<file path="config.mk">
export PLATFORM = sky130hd
export DESIGN_NAME = serial_adder_flat
export DESIGN_NICKNAME = d
export VERILOG_FILES = /design/src/rtl/serial_adder_if.sv /design/src/rtl/serial_adder.sv /design/src/flat_wrapper.sv
export SDC_FILE = /design/constraint.sdc
export NUM_CORES = 1
export LEC_CHECK = 0
export BUFFER_PORTS_ARGS = -buffer_cell sky130_fd_sc_hd__buf_2
export CORE_AREA = 2 2 61 63
export DETAILED_ROUTE_END_ITERATION = 6
export DIE_AREA = 0 0 63 65
export GPL_ROUTABILITY_DRIVEN = 0
export PLACE_DENSITY_LB_ADDON = 0.08
export SYNTH_ARGS = -nofsm -noshare
export SYNTH_HDL_FRONTEND = slang
export SYNTH_SLANG_ARGS = --single-unit
</file>
<file path="constraint.sdc">
create_clock -name clk -period 1.6 [get_ports clk]
set_clock_uncertainty 0.1 [all_clocks]
set_input_delay 0.32 -clock clk [delete_from_list [all_inputs] [get_ports clk]]
set_output_delay 0.32 -clock clk [all_outputs]
set_load 0.01 [all_outputs]
</file>
<file path="src/rtl/serial_adder_if.sv">
// Handshake/operand bundle for serial_adder; the optional `sub` member exists
// only when SERIAL_ADDER_SUB_EN is defined.
interface serial_adder_if #(
   parameter int WIDTH = 8
);
   logic             start;
   logic [WIDTH-1:0] a;
   logic [WIDTH-1:0] b;
   logic             cin;
`ifdef SERIAL_ADDER_SUB_EN
   logic             sub;
`endif
   logic             busy;
   logic             done;
   logic [WIDTH-1:0] sum;
   logic             cout;

   modport master (
      output start, a, b, cin,
`ifdef SERIAL_ADDER_SUB_EN
      output sub,
`endif
      input  busy, done, sum, cout
   );

   modport slave (
      input  start, a, b, cin,
`ifdef SERIAL_ADDER_SUB_EN
      input  sub,
`endif
      output busy, done, sum, cout
   );
endinterface

</file>
<file path="src/rtl/serial_adder.sv">
// Bit-serial WIDTH-bit adder: one full_adder cell plus a registered carry, LSB first.
// Define SERIAL_ADDER_SUB_EN to add the `sub` member (a - b, cout=1 means no borrow).
module full_adder (
   input  logic a,
   input  logic b,
   input  logic cin,
   output logic sum,
   output logic cout
);
   assign sum  = a ^ b ^ cin;
   assign cout = (a & b) | (a & cin) | (b & cin);
endmodule

module serial_adder #(
   parameter int WIDTH = 8
) (
   input  logic         clk,
   input  logic         rst,
   serial_adder_if.slave bus
);
   localparam int            CW   = $clog2(WIDTH + 1);
   localparam logic [CW-1:0] LAST = CW'(WIDTH - 1);

   if (WIDTH < 1 || WIDTH > 32) begin : g_bad_width
      $error("serial_adder: WIDTH must be in 1..32");
   end

   typedef enum logic [1:0] {
      S_IDLE,
      S_RUN,
      S_DONE
   } state_t;

   state_t           state_q;
   state_t           state_d;
   logic [WIDTH-1:0] ra_q;
   logic [WIDTH-1:0] rb_q;
   logic [WIDTH-1:0] res_q;
   logic             c_q;
   logic             cout_q;
   logic [CW-1:0]    cnt_q;

   logic             busy;
   logic             done;
   logic             accept;
   logic             last_bit;
   logic             fa_sum;
   logic             fa_cout;
   logic [WIDTH-1:0] b_load;
   logic             c_load;

   // Subtraction is a + ~b + 1, so only the loaded operand and carry differ.
`ifdef SERIAL_ADDER_SUB_EN
   assign b_load = bus.sub ? ~bus.b : bus.b;
   assign c_load = bus.sub | bus.cin;
`else
   assign b_load = bus.b;
   assign c_load = bus.cin;
`endif

   full_adder u_fa (
      .a    (ra_q[0]),
      .b    (rb_q[0]),
      .cin  (c_q),
      .sum  (fa_sum),
      .cout (fa_cout)
   );

   assign accept   = bus.start & ~busy;
   assign last_bit = (cnt_q == LAST);

   always_ff @(posedge clk) begin
      if (rst) state_q <= S_IDLE;
      else     state_q <= state_d;
   end

   always_comb begin
      // NOTE: every output of this block gets a default first, so no path can infer a latch.
      state_d = state_q;
      busy    = 1'b0;
      done    = 1'b0;
      case (state_q)
         S_IDLE: begin
            if (bus.start) state_d = S_RUN;
         end
         S_RUN: begin
            busy = 1'b1;
            if (last_bit) state_d = S_DONE;
         end
         S_DONE: begin
            done    = 1'b1;
            state_d = bus.start ? S_RUN : S_IDLE;
         end
         default: state_d = S_IDLE;
      endcase
   end

   always_ff @(posedge clk) begin
      // NOTE: state is updated with non-blocking assignments so every flop samples pre-edge values.
      if (rst) begin
         ra_q   <= '0;
         rb_q   <= '0;
         res_q  <= '0;
         c_q    <= 1'b0;
         cout_q <= 1'b0;
         cnt_q  <= '0;
      end else if (accept) begin
         ra_q  <= bus.a;
         rb_q  <= b_load;
         c_q   <= c_load;
         cnt_q <= '0;
      end else if (busy) begin
         ra_q  <= ra_q >> 1;
         rb_q  <= rb_q >> 1;
         c_q   <= fa_cout;
         res_q <= (res_q >> 1) | (WIDTH'(fa_sum) << (WIDTH - 1));
         cnt_q <= cnt_q + CW'(1);
         if (last_bit) cout_q <= fa_cout;
      end
   end

   assign bus.busy = busy;
   assign bus.done = done;
   assign bus.sum  = res_q;
   assign bus.cout = cout_q;
endmodule

</file>
<file path="src/flat_wrapper.sv">
// flat-port wrapper written by rule: the top's interface ports become plain ports
module serial_adder_flat 
#(
   parameter int WIDTH = 8
)
  (clk, rst, bus_start, bus_a, bus_b, bus_cin, bus_busy, bus_done, bus_sum, bus_cout);
  serial_adder_if #(.WIDTH(WIDTH)) bus_i ();
  input  logic clk;
  input  logic rst;
  input wire logic [$bits(bus_i.start)-1:0] bus_start;
  input wire logic [$bits(bus_i.a)-1:0] bus_a;
  input wire logic [$bits(bus_i.b)-1:0] bus_b;
  input wire logic [$bits(bus_i.cin)-1:0] bus_cin;
  output wire logic [$bits(bus_i.busy)-1:0] bus_busy;
  output wire logic [$bits(bus_i.done)-1:0] bus_done;
  output wire logic [$bits(bus_i.sum)-1:0] bus_sum;
  output wire logic [$bits(bus_i.cout)-1:0] bus_cout;
  assign bus_i.start = bus_start;
  assign bus_i.a = bus_a;
  assign bus_i.b = bus_b;
  assign bus_i.cin = bus_cin;
  assign bus_busy = bus_i.busy;
  assign bus_done = bus_i.done;
  assign bus_sum = bus_i.sum;
  assign bus_cout = bus_i.cout;
  serial_adder #(.WIDTH(WIDTH)) u_core (.clk(clk), .rst(rst), .bus(bus_i));
endmodule
</file>
## After elaboration in Yosys (flattened, before gate mapping)

Cells that the tools add are included.
Widths: inputs -> output; s select.

- Bits in writable memories: 0
- Flip-flop bits (word level): 32
- ROM bits: 0
- Latch bits: 0
- Word-level logic and storage cells: 42
- Memories kept: 0

- $lt $le $gt $ge: 0
- $mul: 0
- Div/mod/pow operators: 0
- Bitwise logic cells: 11
- Shifts and indexed selects: 0
- Equality and inequality tests: 5
- Reductions and logical operators: 6
- $add $sub $neg: 1
- Multiplexer cells: 12

Operators by type and width:

| operator | number |
|---|---|
| $mux 8 | 4 |
| $or 7x8->8 | 1 |
| $pmux 2 s3 | 1 |
| $mux 1 | 5 |
| $add 4x1->4 const B | 1 |
| $and 1x1->1 | 4 |
| $eq 4x3->1 const B | 1 |
| $mux 2 | 2 |
| $reduce_and 2->1 | 2 |
| $reduce_and 3->1 | 1 |
| $eq 2x1->1 const B | 1 |
| $eq 2x2->1 const B | 1 |
| $logic_not 2->1 | 1 |
| $ne 2x1->1 const B | 1 |
| $ne 2x2->1 const B | 1 |
| $not 1->1 | 2 |
| $or 1x1->1 | 2 |
| $reduce_bool 2->1 | 1 |
| $reduce_or 2->1 | 1 |
| $xor 1x1->1 | 2 |

## Longest topological paths before layout

- Depth in word-level cells: 6
- Depth in mapped cells: 6
- Depth with buffers taken out: 4

## Modules after synthesis

A second synthesis with hierarchy kept.

- Cell total of the unflattened synthesis: 145
- Area total of the unflattened synthesis: 1345.0 sq um

Modules (own cells, without submodules):

| module | cells an instance | sequential area each (sq um) | area each (sq um) | instances |
|---|---|---|---|---|
| serial_adder | 144 | 640.6 | 1325.0 | 1 |
| full_adder | 1 | 0.0 | 20.0 | 1 |

## Worst setup path after synthesis

OpenSTA, ideal clock, no wires.

- Path kind: reg-to-reg
- Start: reg u_core.state_q[1]
- End: reg u_core.cnt_q[2]
- Clock period less this slack: 1.297 ns
- Library setup time: 0.079 ns
- Slack: 0.303 ns
- Stages on the path, launching flop included: 6
- Data arrival time: 1.118 ns
- Path through: dfxtp_1 > nand2b_1 > buf_4 > inv_4 > mux2_4 > a211oi_2

- Cells in the longest elaborated chain, start to end: 5

Ends and longest elaborated chain:

| element | line | source |
|---|---|---|
| start, declared | serial_adder.sv:34 | `state_t state_q;` |
| start signal, assigned | serial_adder.sv:74 | `else state_q <= state_d;` |
| $eq 2x1->1 (*) | serial_adder.sv:82 | `case (state_q)` |
| $mux 1 (*) | serial_adder.sv:82 |  |
| $not 1->1 | serial_adder.sv:69 | `assign accept = bus.start & ~busy;` |
| $and 1x1->1 | serial_adder.sv:69 |  |
| $reduce_or 2->1 (no source line) | n/a |  |
| end signal, assigned | serial_adder.sv:117 | `cnt_q <= cnt_q + CW'(1);` |
| end, declared | serial_adder.sv:41 | `logic [CW-1:0] cnt_q;` |

Every way passes the cells marked *; elsewhere a longest branch is shown, timed or not.
A chain may end at the register's enable or synchronous reset.

## Final worst setup path

- Start: reg u_core.state_q[1]
- End: out bus_busy

- Cells in the longest elaborated chain, start to end: 2

Ends and longest elaborated chain:

| element | line | source |
|---|---|---|
| $eq 2x1->1 | serial_adder.sv:82 |  |
| $mux 1 | serial_adder.sv:82 |  |
| end, declared | flat_wrapper.sv:14 | `output wire logic [$bits(bus_i.busy)-1:0] bus_busy;` |

No other way between the ends.

==> metrics.csv <==
stage;metric;value;unit
run_status;outcome;completed;
critical_path;Worst EP required;1.18;ns
logic_synthesis;main flop type after synthesis;dfxtp_1;
critical_path;critical path's largest stage delay;0.31;ns
power;clock power share;0.316;
finish;Syn-to-layout area delta;21.86;%
floorplanning;die area;0.004095;mm^2
placed_design;Detailed Place HPWL;1825;um
critical_path;Worst Path Class, Setup;register to output pin;
critical_path;cell type of the slowest stage on the worst timing path;dfxtp_1;
sta;Final Setup Violations;0;
critical_path;Worst setup SP type;register;
global_route;GRT Util Overall;0.1415;
drt;routed wire length per instance;11.69;um
logic_synthesis;post-synthesis async set-or-reset flop share;0;
drt;# DRC;0;
clocking;CTS tree;yes;
critical_path;arrival time worst endpoint;1.08;ns
logic_synthesis;Syn Nets;167;
global_route;pin count of the biggest net entering global routing;38;
floorplanning;Core Area;0.003496;mm^2
clocking;Skew-Pair Late Insertion Delay;0.33;ns
logic_synthesis;Synth Register Bits;32;
drt;post-route ant nets;0;
clocking;clk root buf;clkbuf_4;
clocking;Resized cells post-CTS;0;
sta;RSZ-0062 raised after global routing;false;
power;P_sw;0.3953;mW
drt;DR vias;1113;
sta;Worst Tran Pin Value;0.3316;ns
finish;diode count;0;
clocking;clock sinks;32;
power;combinational share of power;0.136;
power;Peak VDD IR;0.0004816;V
drt;Iteration-0 DRC Markers;20;
finish;share of layout cells above drive strength 1;0.2655;
sta;Max-slew headroom;0.7789;
clocking;Num CTS Buffers;5;
logic_synthesis;Mean Syn Cell Area;9.276;um^2
power;Sequential Power Share;0.547;
floorplanning;row cnt;22;
critical_path;CP Capture Type;output pin;
power;P_leak;0.7164;nW
sta;fin. max-slew vios;0;
floorplanning;Die Wd;63;um
global_route;initial antenna violation count;0;
floorplanning;Initial Util;0.3848;
sta;Final Hold Violating Endpoints;0;
finish;Final Util;0.4689;
power;Tot Pwr;1.593;mW
clocking;Post-CTS Hold Buffers;0;
placed_design;port buffer count;30;
drt;Post-Route WL;2631;um
sta;Final min period;1.504;ns
global_route;vias in the first global route;1042;
min_path;Worst Hold Class;input pin to register;
critical_path;CP Max Fanout;3;
logic_synthesis;register area share after synthesis;0.4763;
power;Sw Share;0.2482;
critical_path;worst path cell trace;nand2b_1 -> inv_4 -> buf_2;
logic_synthesis;Netlist cell types;24;
clocking;CTS clock-pin slew for the worst setup and hold paths;0.09;ns
run;Max Cap Viol;0;
logic_synthesis;Post-Syn Instances;145;
power;Cell Pwr Density;971.8;mW/mm^2
global_route;global route overflow;0;
clocking;Setup Buffers After CTS;1;
logic_synthesis;Post-synth EDFFs;0;
clocking;htree depth;2;
floorplanning;# IOs;31;
power;Int Power;1.198;mW
finish;filler cell count in the final layout;368;
logic_synthesis;Synth Cell Area;0.001345;mm^2
clocking;Max Root-Sink Buffers;2;
logic_synthesis;YS warnings;0;
floorplanning;chip height;65;um
drt;DR pass1 iterations;4;
sta;Fmax;0.6650;GHz
drt;vias per inst;4.947;
sta;Final TNS setup;0;ns
sta;period utilization;0.9398;
global_route;first-pass GRT wire length;4443;um
finish;fin nets;199;
==> cell usage after synthesis (all sizes together) (3+ instances only) <==
cell type | n | area share
a211oi | 16 | 0.093
a21oi | 13 | 0.048
buf | 6 | 0.026
clkbuf | 6 | 0.018
dfxtp | 32 | 0.48
mux2i | 17 | 0.13
nand2 | 17 | 0.047
nand3b | 4 | 0.022
nor2 | 16 | 0.045
nor3 | 3 | 0.011
==> cell families after synthesis <==
logic type | after synthesis | synth area share
and+or+nand+nor | 48 | 0.1609
DFF | 32 | 0.4763
muxes | 18 | 0.1377
AOI/OAI and AO/OA | 31 | 0.1498
buffers and inverters | 14 | 0.05116
adders and majority gates | 2 | 0.02419
==> critical path, delay by kind of cell, from the launching register on <==
kind,cells,cell delay [ns]
flip-flops,1,0.31
AND/OR/NAND/NOR,1,0.23
buffers and inverters,2,0.22
==> power groups by stage <==
stage	Clock, mW	Combinational [mW]	Sequential (mW)
final	0.504	0.217	0.871
after global routing	0.558	0.246	0.877
after CTS	0.528	0.223	0.872
after detailed placement	0	0.218	0.890
after global placement	0	0.212	0.888
after floorplan	0	0.149	0.885
==> layout by cell type (no fill, tap or decap), types with 2 or more instances in the layout <==
| cell type | count |
|---|---|
| nor2_1 | 16 |
| nand2_1 | 17 |
| nand2b_1 | 2 |
| nor2b_1 | 2 |
| buf_2 | 30 |
| nand3_1 | 2 |
| nand3b_1 | 4 |
| buf_4 | 5 |
| dfxtp_1 | 32 |
| a21oi_1 | 13 |
| mux2i_1 | 17 |
| clkbuf_8 | 2 |
| nor3_1 | 3 |
| buf_12 | 2 |
| or3_1 | 2 |
| clkbuf_4 | 5 |
| a211oi_1 | 15 |
==> area by class of cell <==
class	instances	area, um^2	share of cell area
Inverter	2	10.01	0.006107
Clock buffer	7	65.06	0.03969
Multi-Input combinational cell	99	635.6	0.3878
Timing Repair Buffer	37	227.7	0.1389
Tap cell	48	60.06	0.03664
Sequential cell	32	640.6	0.3908
==> routing by layer <==
layer,share of wire,track usage,up-vias
li1,-,-,570
met1,0.44,0.1501,508
met2,0.48,0.2460,28
met3,0.049,0.03993,7
met4,0.026,0.09167,0
met5,0,0,-
==> state kept, by name, indices dropped and copies added, names as in the netlist <==
signal and flops:
u_core.bus.cout 1, u_core.c_q 1, u_core.bus.sum 8, u_core.ra_q 8, u_core.rb_q 8, u_core.cnt_q 4, u_core.state_q 2
==> worst paths after layout <==
check / startpoint / to / slack (ns) / depth (start not counted)
setup reg to reg: u_core.state_q[1] / u_core.cnt_q[2] / 0.13 / 5
setup / recovery: u_core.state_q[1] / bus_busy / 0.1 / 3
hold / removal: bus_b[7] / u_core.rb_q[7] / 0.17 / 3
hold reg to reg: u_core.bus.sum[0] / u_core.bus.sum[0] / 0.37 / 2
==> stage by stage <==
stage          instance area [um^2]  hold slack [ns]  std cells  setup slack, ns
5_1_grt                        1639           0.1810        225          0.04336
3_3_place_gp                   1567           0.3488        217           0.2464
2_1_floorplan                  1345           0.2993        145           0.3026
6_report                       1639           0.1719        225          0.09625
4_1_cts                        1639           0.1684        225          0.07221
3_5_place_dp                   1567           0.3625        217           0.2207
No activity file was read; power rests on OpenSTA's default activity.
